### src/rtl/bus_slave.sv
// Serial-bus memory slave: 16-bit LSB-first address, 4-cycle ACK windows,
// 8-bit LSB-first writes and MSB-first reads of a 2**MEM_AW byte memory.
module bus_slave #(
    parameter logic [15:0] BASE_ADDR = 16'h1000,
    parameter int unsigned MEM_AW    = 8
) (
    input  logic CLK,
    input  logic RSTN,
    input  logic B_UTIL,
    input  logic B_RW,
    input  logic B_BUS_IN,
    output logic B_BUS_OUT,
    output logic B_ACK,
    output logic S_BSY,
    output logic S_WR_STB
);

    localparam int unsigned DEPTH   = 1 << MEM_AW;
    localparam logic [15:0] HI_MASK = 16'hFFFF << MEM_AW;

    typedef enum logic [2:0] {
        IDLE,
        ADDR,
        ADDR_ACK,
        WDATA,
        WR_ACK,
        RDATA
    } state_e;

    state_e      state_q, state_d;
    logic [3:0]  cnt_q, cnt_d;
    logic [15:0] addr_q, addr_d;
    logic [7:0]  data_q, data_d;
    logic        rw_q, rw_d;
    logic        seen_q, seen_d;
    logic        mem_we;
    logic [7:0]  mem_q [DEPTH];
    logic [7:0]  rd_byte;

    logic        ack_q, ack_d;
    logic        bsy_q, bsy_d;
    logic        wr_stb_q, wr_stb_d;
    logic        bus_out_q, bus_out_d;

    function automatic logic is_hit(input logic [15:0] a);
        return ((a ^ BASE_ADDR) & HI_MASK) == 16'd0;
    endfunction

    assign rd_byte = mem_q[addr_q[MEM_AW-1:0]];

    // State, datapath and output registers; memory is cleared by reset
    always_ff @(posedge CLK or negedge RSTN) begin
        if (!RSTN) begin
            state_q   <= IDLE;
            cnt_q     <= 4'd0;
            addr_q    <= 16'd0;
            data_q    <= 8'd0;
            rw_q      <= 1'b0;
            seen_q    <= 1'b0;
            mem_q     <= '{default: 8'h00};
            ack_q     <= 1'b0;
            bsy_q     <= 1'b0;
            wr_stb_q  <= 1'b0;
            bus_out_q <= 1'b0;
        end else begin
            state_q   <= state_d;
            cnt_q     <= cnt_d;
            addr_q    <= addr_d;
            data_q    <= data_d;
            rw_q      <= rw_d;
            seen_q    <= seen_d;
            if (mem_we) begin
                mem_q[addr_q[MEM_AW-1:0]] <= data_q;
            end
            ack_q     <= ack_d;
            bsy_q     <= bsy_d;
            wr_stb_q  <= wr_stb_d;
            bus_out_q <= bus_out_d;
        end
    end

    // Next-state and datapath logic
    always_comb begin
        state_d = state_q;
        cnt_d   = cnt_q;
        addr_d  = addr_q;
        data_d  = data_q;
        rw_d    = rw_q;
        seen_d  = seen_q;
        mem_we  = 1'b0;
        case (state_q)
            IDLE: begin
                if (B_UTIL) begin
                    addr_d  = {B_BUS_IN, 15'd0};
                    rw_d    = B_RW;
                    state_d = ADDR;
                end
            end
            ADDR: begin
                if (!B_UTIL) begin
                    state_d = IDLE;
                end else begin
                    addr_d = {B_BUS_IN, addr_q[15:1]};
                    if (cnt_q == 4'd14) state_d = ADDR_ACK;
                    else                cnt_d   = cnt_q + 4'd1;
                end
            end
            ADDR_ACK: begin
                if (cnt_q == 4'd3) begin
                    if (!is_hit(addr_q)) begin
                        state_d = IDLE;
                    end else if (rw_q) begin
                        state_d = WDATA;
                        seen_d  = 1'b0;
                        data_d  = 8'd0;
                    end else begin
                        state_d = RDATA;
                        data_d  = {rd_byte[6:0], 1'b0};
                    end
                end else begin
                    cnt_d = cnt_q + 4'd1;
                end
            end
            WDATA: begin
                // cnt counts wait cycles until the first bit, then bits received
                if (seen_q && cnt_q == 4'd8) begin
                    mem_we  = 1'b1;
                    state_d = WR_ACK;
                end else if (B_UTIL) begin
                    data_d = {B_BUS_IN, data_q[7:1]};
                    seen_d = 1'b1;
                    cnt_d  = seen_q ? cnt_q + 4'd1 : 4'd1;
                end else if (seen_q || cnt_q == 4'd15) begin
                    state_d = IDLE;
                end else begin
                    cnt_d = cnt_q + 4'd1;
                end
            end
            WR_ACK: begin
                if (cnt_q == 4'd3) state_d = IDLE;
                else               cnt_d   = cnt_q + 4'd1;
            end
            RDATA: begin
                if (cnt_q == 4'd7) begin
                    state_d = IDLE;
                end else begin
                    data_d = {data_q[6:0], 1'b0};
                    cnt_d  = cnt_q + 4'd1;
                end
            end
            default: state_d = IDLE;
        endcase
        if (state_d != state_q) cnt_d = 4'd0;
    end

    // Output values for the next cycle, derived from the next state
    always_comb begin
        ack_d     = 1'b0;
        bsy_d     = 1'b0;
        wr_stb_d  = 1'b0;
        bus_out_d = 1'b0;
        bsy_d     = (state_d != IDLE);
        ack_d     = (state_d == ADDR_ACK && is_hit(addr_d)) || (state_d == WR_ACK);
        wr_stb_d  = (state_d == WDATA) && seen_d && (cnt_d == 4'd8);
        if (state_d == RDATA) begin
            bus_out_d = (state_q == RDATA) ? data_q[7] : rd_byte[7];
        end
    end

    assign B_ACK     = ack_q;
    assign S_BSY     = bsy_q;
    assign S_WR_STB  = wr_stb_q;
    assign B_BUS_OUT = bus_out_q;

endmodule

### config.mk
export PLATFORM = sky130hd
export DESIGN_NAME = bus_slave
export DESIGN_NICKNAME = d
export VERILOG_FILES = /design/src/rtl/bus_slave.sv
export SDC_FILE = /design/constraint.sdc
export NUM_CORES = 2
export LEC_CHECK = 0
export BUFFER_PORTS_ARGS = -buffer_cell sky130_fd_sc_hd__buf_2
export CELL_PAD_IN_SITES_DETAIL_PLACEMENT = 1
export CELL_PAD_IN_SITES_GLOBAL_PLACEMENT = 1
export CORE_UTILIZATION = 35
export DETAILED_ROUTE_END_ITERATION = 7
export GPL_TIMING_DRIVEN = 0
export PLACE_DENSITY = 0.64
export SYNTH_ARGS = -nofsm -noshare
export SYNTH_HDL_FRONTEND = slang
export SYNTH_SLANG_ARGS = --single-unit
### constraint.sdc
create_clock -name CLK -period 5.9 [get_ports CLK]
set_clock_uncertainty 0.15 [all_clocks]
set_input_delay 1.18 -clock CLK [delete_from_list [all_inputs] [get_ports CLK]]
set_output_delay 1.18 -clock CLK [all_outputs]
set_load 0.03 [all_outputs]
### After elaboration in Yosys (flattened, before gate mapping)

Cells that the tools add are included.

| cells by class | value |
|---|---|
| $add $sub $neg | 1 |
| magnitude comparators | 2 |
| equality and inequality tests | 23 |
| mux-type cells | 48 |
| bitwise operators | 3 |
| reduce and logical (&&, ||, !) cells | 17 |

Operators with widths:

| kind | number |
|---|---|
| 2048-bit bitwise mux | 1 |
| 8-bit two-way mux | 9 |
| 8-bit binary-select mux with 8-bit select | 1 |
| 8-bit demux with 8-bit select | 1 |
| 4-bit two-way mux | 9 |
| 3-bit two-way mux | 11 |
| 16-bit logical NOT | 2 |
| 16-bit two-way mux | 2 |
| 16-bit one-hot mux with 2 select lines | 1 |
| 8-bit one-hot mux with 3 select lines | 1 |
| 3-bit one-hot mux with 6 select lines | 1 |
| 4-bit == test, second input constant | 4 |
| 4-bit one-hot mux with 4 select lines | 1 |
| 2-bit != test, second input constant | 7 |
| 3-bit by 2-bit == test with 1-bit output, second input constant | 4 |
| 3-bit == test, second input constant | 4 |
| 9-bit greater-or-equal comparator, second input constant | 1 |
| 9-bit by 1-bit less-than comparator with 1-bit output, second input constant | 1 |
| 1-bit two-way mux | 9 |
| 8-bit inverter with 9-bit output | 1 |
| 6-bit AND reduction | 1 |
| 3-bit nonzero test | 2 |
| 1-bit logical AND | 5 |
| 4-bit by 1-bit adder with 4-bit output, second input constant | 1 |
| other kinds (12) | 14 |

| storage, ports and cells | value |
|---|---|
| register bits after elaboration | 2085 |
| input bits | 5 |
| output and inout bits | 4 |

### Logic depth before layout (Yosys ltp)

| depth | value |
|---|---|
| depth in word-level cells | 10 |
| gate-level depth with buffers | 13 |
| gate-level depth less buffers | 9 |

### Worst setup path after synthesis

Ideal clock, no wire load.

| timing | value |
|---|---|
| path kind | input to register |
| from | in B_UTIL |
| to | reg bus_out_q, in the netlist B_BUS_OUT |
| arrival | 2.856 ns |
| path slack | 2.818 ns |
| cell stages on the path | 8 |
| path buffers | 1 |
| cell sequence | or3b_2 clkbuf_1 o21bai_1 nand4_1 and2_1 nand4_1 or4_1 o21ai_1 |

| on the way | value |
|---|---|
| cells in the longest elaborated chain, start to end | 5 |

RTL lines:

| element | line | RTL |
|---|---|---|
| start: declaration | 9 | `input logic B_UTIL,` |
| 3-bit two-way mux | 129 | `end else if (B_UTIL) begin` |
| 3-bit two-way mux | 126 | `if (seen_q && cnt_q == 4'd8) begin` |
| 3-bit one-hot mux with 6 select lines (*) | 91 | `case (state_q)` |
| via state_d[0] | 30 | `state_e state_q, state_d;` |
| 3-bit == test (*) | 165 | `if (state_d == RDATA) begin` |
| 1-bit two-way mux (*) | 165 |  |
| via bus_out_d | 43 | `logic bus_out_q, bus_out_d;` |
| end signal: assignment | 78 | `bus_out_q <= bus_out_d;` |
| end: declaration | 43 |  |

Mark *: on every way through the listed nets, which the timed path passes. The rest lies on a longest branch.
A chain may end at the register's enable or synchronous reset.

### Worst setup path in the final report

| timing | value |
|---|---|
| from | reg addr_q[1] |
| to | reg data_q[5] |

| on the way | value |
|---|---|
| cells in the longest elaborated chain, start to end | 8 |

RTL lines:

| element | line | RTL |
|---|---|---|
| start: declaration | 32 | `logic [15:0] addr_q, addr_d;` |
| start signal: assignment | 68 | `addr_q <= addr_d;` |
| 8-bit inverter with 9-bit output (implied by the code) | 49 | `assign rd_byte = mem_q[addr_q[MEM_AW-1:0]];` |
| 8-bit binary-select mux with 8-bit select | 49 |  |
| 8-bit two-way mux (implied by the code) (2 in a row) | 49 |  |
| 8-bit two-way mux | 112 | `end else if (rw_q) begin` |
| 8-bit two-way mux | 110 | `if (!is_hit(addr_q)) begin` |
| 8-bit two-way mux | 109 | `if (cnt_q == 4'd3) begin` |
| 8-bit one-hot mux with 3 select lines | 91 |  |
| end signal: assignment | 69 | `data_q <= data_d;` |
| end: declaration | 33 | `logic [7:0] data_q, data_d;` |

No other way between the ends. The select of a mux whose other input is x is not followed.

==> flow_metrics.tcl <==
set metrics [dict create \
    netlist_instances 6190 \
    die_area_mm2 0.2785 \
    drtAntennaViolNets 0 \
    final_area_mm2 0.1105 \
    power_frac_comb_pct 15.8 \
    gp_congestion 1.059 \
    power_density_mw_per_mm2 317.9 \
    synth-edff-count 0 \
    cap_violations 7 \
    clk_pin_slew_ns 0.07 \
    cp.arrival_ns 6.91 \
    core_area_mm2 0.2743 \
    grt_max_degree 175 \
    reg2regPathDepth 10 \
    setup_slack_ns -0.3779 \
    ys_async_sr_fraction_pct 100.0 \
    post_drt_wl_per_cell_um 47.30 \
    drive_gt1_share_pct 49.37 \
    cts_tree "built" \
    critPathCaptureType "flop" \
    worst_pin_slew_ns 1.642 \
    outcome "complete, but fails checks" \
    hold_buffers 0 \
    dpl-instance-area_mm2 0.1024 \
    violations "capacitance limit, slew limit, setup timing" \
    dpl.hpwl_um 342600 \
    synth.most_common_cell "dfrtp_1" \
    syn_avg_cell_area_um2 15.63 \
    final_hold_viol_count 0 \
    cp_max_fo 11 \
    ir_drop_mv 0.2841 \
    dp_slack_ns -0.4757 \
    yosysTopAreaCell "dfrtp_1" \
    cts_max_path_buffers 3 \
    maxSlewViolCount 56 \
    p_switching_mw 11.42 \
    grt_overflow_total 0 \
    critPathSlowestCell "mux2i_1" \
    path_buf_inv 5 \
    dr.pass1.iters 5 \
    htreeDepth 4 \
    syn_area_mm2 0.09674 \
    die_h_um 527.7 \
    portBuffers 8 \
    switching_share_pct 32.51 \
    hold_class "in2async" \
    first_iter_violations 7975 \
    fp-row-count 192 \
    layout.nets 6471 \
    p_int_mw 23.71 \
    cp_top_family "buffers and inverters" \
    r2r-start "addr_q[1]" \
    area_delta_synth_final_pct 14.20 \
    critPathLaunch "addr_q[1]" \
    insertion_delay_ns 0.98 \
    p_clk_share_pct 43.3 \
    drc 0 \
    via_per_inst 6.244 \
    cp_cell_sequence "buf_2 -> buf_2 -> buf_4 -> clkbuf_2 -> buf_2 -> mux4_2 -> mux2i_1 -> o22ai_1 -> a221oi_1 -> a31oi_1" \
    finalSetupViolations 5 \
    wirelength_um 490700 \
    cts_resized 7 \
    grtUsageTotal_pct 35.30 \
    vias 64780 \
    grt_pass1_vias 65840 \
    yosysUniqueCellTypes 88 \
    synth_common_cells "dfrtp_1 (2085), mux2_2 (1913), mux4_2 (523)" \
    cts_root_buf "clkbuf_16" \
    die_w_um 527.7 \
    cts_setup_buffers 0 \
    ys_warn_count 0 \
    slowest_delay_ns 0.88 \
    synth-main-ff-cell "dfrtp_1" \
    slew_headroom_pct -9.479 \
    crit_path_frequent_cell "buf_2" \
    crit_type "reg2reg" \
    grt_antenna_before_repair 57 \
    fmax_mhz 159.3 \
    period_share_pct 106.4 \
    synthesis.nets 6198 \
    pin_count 9 \
    start_kind "flop" \
    crit_cells 10 \
    ys_ff_latch 2085 \
    ys_seq_area_share_pct 53.93 \
    period_needed_ns 6.278 \
    cts_buffers 226 \
    cts.sinks 2085 \
    initial_core_util_pct 35.26 \
    synth_top_area_share_pct 53.93 \
    cp.required_ns 6.53 \
    seq_power_share_pct 40.9 \
    p_leak_nw 52.20 \
    p_total_mw 35.13 \
    synthTopCellsByArea "dfrtp_1 (54%), mux2_2 (22%), mux4_2 (12%), mux2_1 (1.6%), mux2i_1 (1.4%)" \
    grt_pass1_wl_um 647500 \
    rsz0062_at_grt "false" \
]
[power groups by stage]
stage	logic, mW	registers [mW]	clock network (mW)
4_1_cts	5.32	14.4	15.3
3_5_place_dp	5.30	14.6	0
5_1_grt	5.50	14.4	15.8
3_3_place_gp	5.06	14.7	0
2_1_floorplan	1.70	14.6	0
6_report	5.54	14.4	15.2
[placed cells by master (no fill, tap or decap), types with 24 or more instances in the layout]
cell type / instances
clkbuf_2: 43
nor2_4: 47
mux2_1: 138
mux2i_1: 129
buf_6: 42
clkbuf_8: 68
dfrtp_1: 2085
nor2_1: 59
a21oi_1: 29
o22ai_1: 24
mux2_2: 1913
mux4_2: 523
buf_4: 35
buf_2: 88
diode_2: 34
nor2_2: 34
clkbuf_16: 226
o21ai_0: 48
clkbuf_1: 312
nand3_1: 29
clkinv_2: 32
nand2_1: 188
a22oi_1: 50
nand2_2: 85
[state kept, by name, summed over array words and instances, names as in the netlist, 3 cells and up]
name     count
cnt_q        4
data_q       8
addr_q      16
mem_q     2048
state_q      3
[worst paths after layout]
| kind | endpoint | slack, ns |
|---|---|---|
| setup / recovery | data_q[5] | -0.38 |
| hold / removal | mem_q[221] | 0.12 |
| setup reg to reg | data_q[5] | -0.38 |
| hold reg to reg | mem_q[1037] | 0.34 |
| max in group asynchronous | mem_q[1472] | 1.33 |
| min in group CLK | rw_q | 0.33 |
[layer usage]
layer / track usage (%) / wire length, um
met2: 49.63 / 207100
met3: 10.69 / 47370
met1: 45.62 / 194000
met5: 0 / 172
met4: 26.61 / 42110
[layout make-up]
cell class                      count  area [um2]
Timing Repair Buffer               46       972.2
Tap cell                         3686        4612
Fill cell                       27390      163900
Buffer                            489        2585
Clock buffer                      343        6775
Multi-Input combinational cell   3606       42050
Clock inverter                     76        1190
Sequential cell                  2085       52180
Inverter                            9       33.78
Antenna cell                       34       85.08
[cell families (layout without fill, tap and decap cells)]
logic type	Yosys count	count (layout)	share of synthesized area, %
buf+inv	499	963	2.639
xor+xnor	2	2	0.01811
simple gates	592	592	3.715
mux	2705	2705	37.41
flops	2085	2085	53.93
fa+ha+maj	3	3	0.03881
compound gates	304	304	2.249
other cells	0	34	0
[worst reg2reg max path, stage by stage (launching register included)]
cell      delay [ns]
dfrtp_1         0.33
buf_2           0.27
buf_2           0.57
buf_4           0.70
clkbuf_2        0.92
buf_2           0.84
mux4_2          0.46
mux2i_1         0.88
o22ai_1         0.17
a221oi_1        0.61
a31oi_1         0.19
[metrics by stage]
step | util, % | hold slack (ns) | cells | setup TNS (ns)
2_1_floorplan | - | 0.3024 | 6190 | 0
3_3_place_gp | 36.96 | 0.3120 | 9884 | -
3_5_place_dp | 37.33 | 0.3249 | 9922 | -0.8548
4_1_cts | 40.24 | 0.1304 | 10340 | 0
5_1_grt | 40.24 | 0.1745 | 10340 | 0
6_report | 40.27 | 0.1171 | 10370 | -1.195
No activity file was read; power rests on OpenSTA's default activity.
